[src/rtl/sync_fifo_ctl.sv]
// Single-clock valid/ready FIFO with occupancy count, peak watermark, synchronous flush
// and an optional registered output stage that counts as one of the FIFO_DEPTH slots.
module sync_fifo_ctl #(
    parameter int FIFO_DEPTH = 16,
    parameter int DATA_WIDTH = 32,
    parameter int ADDR_WIDTH = $clog2(FIFO_DEPTH),
    parameter int OUT_REG    = 0
) (
    input  logic                  i_clk,
    input  logic                  i_rst_n,
    input  logic                  i_flush,
    input  logic                  i_clr_stat,
    input  logic                  i_valid_s,
    input  logic [DATA_WIDTH-1:0] i_datain,
    output logic                  o_ready_s,
    output logic                  o_valid_m,
    output logic [DATA_WIDTH-1:0] o_dataout,
    input  logic                  i_ready_m,
    input  logic [ADDR_WIDTH-1:0] i_almostfull_lvl,
    input  logic [ADDR_WIDTH-1:0] i_almostempty_lvl,
    output logic                  o_full,
    output logic                  o_empty,
    output logic                  o_almostfull,
    output logic                  o_almostempty,
    output logic [ADDR_WIDTH:0]   o_count,
    output logic [ADDR_WIDTH:0]   o_max_count
);
    localparam int PW = ADDR_WIDTH + 1;
    localparam logic [PW-1:0] DEPTH_P = PW'(FIFO_DEPTH);

    logic [DATA_WIDTH-1:0] mem_q [FIFO_DEPTH];
    logic [PW-1:0] wr_ptr_q, wr_ptr_d, rd_ptr_q, rd_ptr_d;
    logic [PW-1:0] count_q, count_d, max_q, max_d;
    logic          push, pop;

    assign o_full        = (wr_ptr_q[ADDR_WIDTH] != rd_ptr_q[ADDR_WIDTH]) &&
                           (wr_ptr_q[ADDR_WIDTH-1:0] == rd_ptr_q[ADDR_WIDTH-1:0]);
    assign o_empty       = (wr_ptr_q == rd_ptr_q);
    assign o_ready_s     = ~o_full & ~i_flush;
    assign push          = i_valid_s & o_ready_s;
    assign pop           = o_valid_m & i_ready_m;
    assign o_count       = count_q;
    assign o_max_count   = max_q;
    assign o_almostfull  = (DEPTH_P - count_q) <= {1'b0, i_almostfull_lvl};
    assign o_almostempty = count_q <= {1'b0, i_almostempty_lvl};

    always_comb begin
        wr_ptr_d = wr_ptr_q;
        rd_ptr_d = rd_ptr_q;
        count_d  = count_q;
        max_d    = max_q;
        if (i_flush) begin
            wr_ptr_d = '0;
            rd_ptr_d = '0;
            count_d  = '0;
        end else begin
            if (push) wr_ptr_d = wr_ptr_q + PW'(1);
            if (pop)  rd_ptr_d = rd_ptr_q + PW'(1);
            count_d = count_q + PW'(push) - PW'(pop);
        end
        // clr_stat restarts the watermark from the occupancy seen this cycle
        if (i_flush && i_clr_stat) max_d = '0;
        else if (i_clr_stat)       max_d = count_q;
        else if (count_d > max_q)  max_d = count_d;
    end

    always_ff @(posedge i_clk or negedge i_rst_n) begin
        if (!i_rst_n) begin
            wr_ptr_q <= '0;
            rd_ptr_q <= '0;
            count_q  <= '0;
            max_q    <= '0;
        end else begin
            wr_ptr_q <= wr_ptr_d;
            rd_ptr_q <= rd_ptr_d;
            count_q  <= count_d;
            max_q    <= max_d;
        end
    end

    always_ff @(posedge i_clk) begin
        if (push) mem_q[wr_ptr_q[ADDR_WIDTH-1:0]] <= i_datain;
    end

    generate
        if (OUT_REG != 0) begin : g_out_reg
            // The out reg mirrors mem[rd_ptr]; the entry stays in storage until popped,
            // so pointer compare still sees the true total occupancy.
            logic                  vld_q, vld_d;
            logic [DATA_WIDTH-1:0] data_q, data_d;
            logic [ADDR_WIDTH-1:0] nxt_idx;

            assign nxt_idx = rd_ptr_q[ADDR_WIDTH-1:0] + ADDR_WIDTH'(1);

            always_comb begin
                vld_d  = vld_q;
                data_d = data_q;
                if (i_flush) begin
                    vld_d = 1'b0;
                end else if (pop || !vld_q) begin
                    vld_d = (count_d != '0);
                    if (pop && count_q > PW'(1)) data_d = mem_q[nxt_idx];
                    else if (push)               data_d = i_datain;
                end
            end

            always_ff @(posedge i_clk or negedge i_rst_n) begin
                if (!i_rst_n) begin
                    vld_q  <= 1'b0;
                    data_q <= '0;
                end else begin
                    vld_q  <= vld_d;
                    data_q <= data_d;
                end
            end

            assign o_valid_m = vld_q;
            assign o_dataout = data_q;
        end else begin : g_out_comb
            assign o_valid_m = ~o_empty;
            assign o_dataout = mem_q[rd_ptr_q[ADDR_WIDTH-1:0]];
        end
    endgenerate
endmodule

[config.mk]
export PLATFORM = sky130hd
export DESIGN_NAME = sync_fifo_ctl
export DESIGN_NICKNAME = d
export VERILOG_FILES = /design/src/rtl/sync_fifo_ctl.sv
export SDC_FILE = /design/constraint.sdc
export NUM_CORES = 1
export LEC_CHECK = 0
export CAP_MARGIN = 20
export CORE_UTILIZATION = 55
export CTS_BUF_LIST = sky130_fd_sc_hd__clkbuf_4 sky130_fd_sc_hd__clkbuf_8 sky130_fd_sc_hd__clkbuf_16
export DETAILED_ROUTE_END_ITERATION = 7
export GPL_TIMING_DRIVEN = 0
export PLACE_DENSITY = 0.74
export SYNTH_ARGS = -nofsm -noshare
export SYNTH_HDL_FRONTEND = slang
export SYNTH_SLANG_ARGS = --single-unit
[constraint.sdc]
create_clock -name i_clk -period 5.8 [get_ports i_clk]
set_input_delay 1.16 -clock i_clk [delete_from_list [all_inputs] [get_ports i_clk]]
set_output_delay 1.16 -clock i_clk [all_outputs]
set_load 0.05 [all_outputs]
# Yosys cells after proc, flatten, opt, wreduce, memory -nomap -nowiden
# Memory sizes are Yosys's and may differ from the RTL's.
# Cells that the tools add are included.
# classes
n_addsub,5
magnitude_cmp,3
n_mux,10
reduce_logical,5
n_eq_ne,3
n_shift,0
multipliers,0
n_div,0
bitwise,6
# op_table
op,count
$mux 5,8
$add 5x1->5 const B,2
$le 5x4->1,2
$add 5x1->5,1
$eq 5x5->1,1
$gt 5x5->1,1
$sub 5x1->5,1
$sub 5x5->5 const A,1
$eq 4x4->1,1
$reduce_bool 2->1,2
$and 1x1->1,3
$not 1->1,3
$reduce_bool 3->1,1
$logic_and 1x1->1,2
$mux 1,2
$ne 1x1->1,1
# totals
wordCells,37
n_memories,1
rom_bits,0
output_inout_bits,48
latchBits,0
register_bits,20
input_bits,46
mem_bits_rw,512
# memory_table
memory,words,word_bits,read_ports,rd_clocked_by_memory_dff,wr,line,text
mem_q,16,32,1,0,1,31,logic [DATA_WIDTH-1:0] mem_q [FIFO_DEPTH];

# Depth between registers and ports, before layout
# depth
word_depth,12
ltp_mapped,19
mapped_depth_nobuf,17

# Least setup slack after synthesis
# Ideal clock, no wire load.
# synth_timing
path_kind,input-to-reg
from,in i_flush
to,"reg max_q[2], in the netlist o_max_count[2]"
arrival_time_ps,4445
stages,17
slack_ps,1227
required_ps,5672
path_buffers,1
setup_ps,128
cell_sequence,inv_1 > o211a_1 > clkbuf_1 > inv_1 > ha_1 > inv_1 > ha_1 > inv_1 > fa_1 > or2_2 > inv_1 > ha_1 > and4_1 > a211o_1 > o211ai_2 > nand3b_2 > mux2_1
# synth_between
elab_cells_between_ends,12
cone_classes,add/sub (2); order compare (1); mux (4); bitwise (3); reduce/logical (2)
# synth_lines
element,line,text
from (decl),11,"input logic i_flush,"
$not 1->1,39,assign o_ready_s = ~o_full & ~i_flush;
$and 1x1->1,39,
$and 1x1->1,40,assign push = i_valid_s & o_ready_s;
$add 5x1->5,59,count_d = count_q + PW'(push) - PW'(pop);
$sub 5x1->5,59,
$mux 5 *,52,if (i_flush) begin
net count_d[1],33,"logic [PW-1:0] count_q, count_d, max_q, max_d;"
$gt 5x5->1 *,64,else if (count_d > max_q) max_d = count_d;
$reduce_bool 3->1 (no line) *,n/a,
to (signal assigned),77,max_q <= max_d;
to (decl),33,
# Mark *: on every way through the listed nets, which the timed path passes. The rest lies on a longest branch. The select of a mux whose other input is x is not followed.
# A chain may end at the register's enable or synchronous reset.

# Worst setup path after layout
# layout_timing
from,reg rd_ptr_q[1]
to,out o_dataout[21]
# layout_between
elab_chain_cells,1
# layout_lines
element,line,text
from (decl),32,"logic [PW-1:0] wr_ptr_q, wr_ptr_d, rd_ptr_q, rd_ptr_d;"
from (signal assigned),75,rd_ptr_q <= rd_ptr_d;
$mem_v2 16x32,n/a,
to (decl),17,"output logic [DATA_WIDTH-1:0] o_dataout,"
# No other way between the ends.

==> flow_summary.json <==
{
  "dr.pass1.iters": 5,
  "cts.repair.resized": 0,
  "antenna_cells": 0,
  "postSynthAreaPerCell_um2": 23.1,
  "hold_viol": 0,
  "crit_fanout": 10,
  "outcome": "completed",
  "dp.final_hpwl_mm": 26.5,
  "die_w_um": 198,
  "design.die.area_um2": 39100,
  "clock_tree.buffer_depth": 3,
  "syn_area_um2": 21100,
  "post_cts_buffers": 0,
  "fmax_mhz": 194,
  "final_common_cell": "edfxtp_1",
  "rr_startpoint": "rd_ptr_q[1]$_DFFE_PN0P_",
  "setup_viol": 0,
  "cts_root_buf": "clkbuf_16",
  "timing.rr.end": "o_max_count[2]$_DFFE_PN0P_",
  "syn_to_final_growth_pct": 17.4,
  "reg2reg_depth": 18,
  "required_ns": 4.64,
  "cts_hold_buf": 0,
  "hold_end": "o_max_count[4]$_DFFE_PN0P_",
  "power_density_nw_per_um2": 390,
  "fin_setup_tns_ns": 0,
  "final_antenna_net_count": 0,
  "synth_seq_cells": 532,
  "synth_cells": 914,
  "grt_setup_unrepaired": "no",
  "pwr-share-comb_pct": 21.2,
  "drc": 0,
  "gr-usage-all-layers_pct": 24.6,
  "initial_utilization_pct": 55.9,
  "endpoint_kind": "output pin",
  "clk_latency_ns": 0.57,
  "finalCriticalPeriod_ns": 5.14,
  "switching_share_pct": 26.1,
  "grt_max_degree": 27,
  "p_leak_uw": 0.00795,
  "boundaryPins": 94,
  "num_vias": 10200,
  "hp-class": "flop to flop",
  "fin_crit_sh_pct": 88.7,
  "grt_pass1_vias": 10400,
  "wl_per_cell_um": 28.4,
  "hold_depth": 2,
  "clkSinkCount": 532,
  "vdd_drop_max_mv": 0.292,
  "core_area_um2": 37700,
  "grt_overflow": 0,
  "grt_pass1_wl_mm": 68.0,
  "hp-start": "o_max_count[4]$_DFFE_PN0P_",
  "finalWeightedCongestion": 0.857,
  "startpoint_type": "flop",
  "worstPathArrival_ns": 3.98,
  "wirelength_mm": 46.5,
  "drive_gt1_share_pct": 25.5,
  "synth_nets": 986,
  "worst-slew-pin-transition_ns": 0.963,
  "cts_buffers": 50,
  "cts_tree": "built",
  "switching_power_uw": 2520,
  "antenna_found_initial": 0,
  "maxCapViolCount": 0,
  "final_cell_mix": "512 x edfxtp_1, 143 x mux4_2, 93 x clkdlybuf4s50_1",
  "htree_levels": 2,
  "p_int_uw": 7140,
  "synth_cell_types": 47,
  "regToRegSetupSlack_ns": 0.94,
  "fin_skew_ns": 0.00861,
  "slew_violations": 0,
  "die_height_um": 198,
  "vias_per_cell": 6.27,
  "portBuffers": 93,
  "crit_type": "flop to output pin",
  "slew_headroom_pct": 35.8,
  "yosysSeqAreaShare_pct": 75.3,
  "rows": 71,
  "clkTransAtPathRegs_ns": 0.06,
  "nets": 1154,
  "p_seq_share_pct": 44.7,
  "yosysWarnings": 0,
  "fin_util_pct": 65.7,
  "drt_iter0_drc": 1179,
  "clkPwrFrac_pct": 34.1
}
==> how the worst max path moves through the flow <==
stage | startpoint | end | slack [ns] | depth (start not counted)
after global placement | i_flush | mem_q[3][17]$_DFFE_PP_ | -1.56 | 4
after global routing | i_flush | o_max_count[2]$_DFFE_PN0P_ | 0.52 | 18
after detailed placement | i_flush | o_max_count[2]$_DFFE_PN0P_ | 0.24 | 18
final | rd_ptr_q[1]$_DFFE_PN0P_ | o_dataout[21] | 0.66 | 6
after floorplan | i_flush | o_max_count[2]$_DFFE_PN0P_ | 1.23 | 17
after CTS | rd_ptr_q[1]$_DFFE_PN0P_ | o_dataout[21] | 0.60 | 6
==> cell usage after synthesis, drive strengths merged <==
library cell	number	area, um2
a211o	2	17.5
a211oi	1	7.51
a21oi	4	20.0
a221o	1	10.0
and2	1	6.26
and3	15	93.8
and4	1	8.76
buf	33	235
clkbuf	13	48.8
dfrtp	20	500
edfxtp	512	15400
fa	1	20.0
ha	25	313
inv	26	97.6
mux2	1	11.3
mux2i	4	40.0
mux4	160	3670
nand2	8	30.0
nand2b	2	12.5
nand3	3	15.0
nand3b	3	26.3
nand4	4	25.0
nand4b	1	8.76
nor2	15	56.3
nor2b	7	43.8
nor3	2	10.0
nor3b	2	15.0
o2111ai	1	8.76
o211a	2	20.0
o211ai	3	27.5
o21a	2	15.0
o21ai	10	50.1
o21bai	2	15.0
o22ai	1	6.26
o31ai	2	15.0
o32ai	1	8.76
or2	2	12.5
or3	1	6.26
or4	2	15.0
xnor2	13	114
xor2	5	43.8
==> metrics by stage <==
| step | cell area [um2] | hold slack (ns) | setup slack, ns | total power, uW | instances |
|---|---|---|---|---|---|
| after CTS | 24700 | 0.617 | 0.601 | 9720 | 1630 |
| after floorplan | 21100 | 0.556 | 1.23 | 5850 | 914 |
| after global placement | 22600 | 0.570 | -1.56 | 6410 | 1518 |
| final | 24700 | 0.611 | 0.656 | 9660 | 1633 |
| after detailed placement | 23000 | 0.608 | 0.244 | 6450 | 1538 |
| after global routing | 24700 | 0.632 | 0.522 | 9970 | 1633 |
==> cells by family after synthesis <==
logic type                 share of synthesized area [%]
AOI/OAI and AO/OA                                   1.05
xor gates and xnor gates                           0.748
adders and majority gates                           1.58
buffers and inverters                               1.81
DFF                                                 75.3
muxes                                               17.6
and+or+nand+nor                                     1.83
==> metal layers <==
metal / vias to the layer above / track usage [%] / routed length, um
li1: 4200 / - / -
met1: 5398 / 35.3 / 18600
met2: 550 / 39.6 / 22700
met3: 85 / 4.29 / 4010
met4: 0 / 6.83 / 1150
met5: - / 0 / 0
==> power groups by stage <==
stage | Clock (uW) | Sequential [uW] | Combinational, uW
floorplan | 0 | 4470 | 1380
global placement | 0 | 4390 | 2010
detailed placement | 0 | 4400 | 2050
CTS | 3340 | 4310 | 2070
global route | 3480 | 4320 | 2180
finish | 3290 | 4310 | 2050
==> registers in the layout (all words and copies together) (netlist names) <==
name and flops:
o_max_count 5, o_count 5, mem_q 512, wr_ptr_q 5, rd_ptr_q 5
==> worst max-delay path, cell delays in order, from the launching register on <==
cell             delay, ns
dfrtp_1               0.36
clkbuf_1              0.28
buf_2                 0.35
buf_1                 0.76
mux4_2                0.43
mux4_2                0.51
clkdlybuf4s50_1       0.72
==> area by class of cell <==
type	instances	area (um2)
flip-flops and latches	532	15900
fillers	2427	12900
multi-input cells	310	4840
clock buffers	69	1450
repair buffers	116	1330
well taps	511	639
plain buffers	46	284
clock inverters	23	223
inverters	26	97.6
No activity file was read; power rests on OpenSTA's default activity.
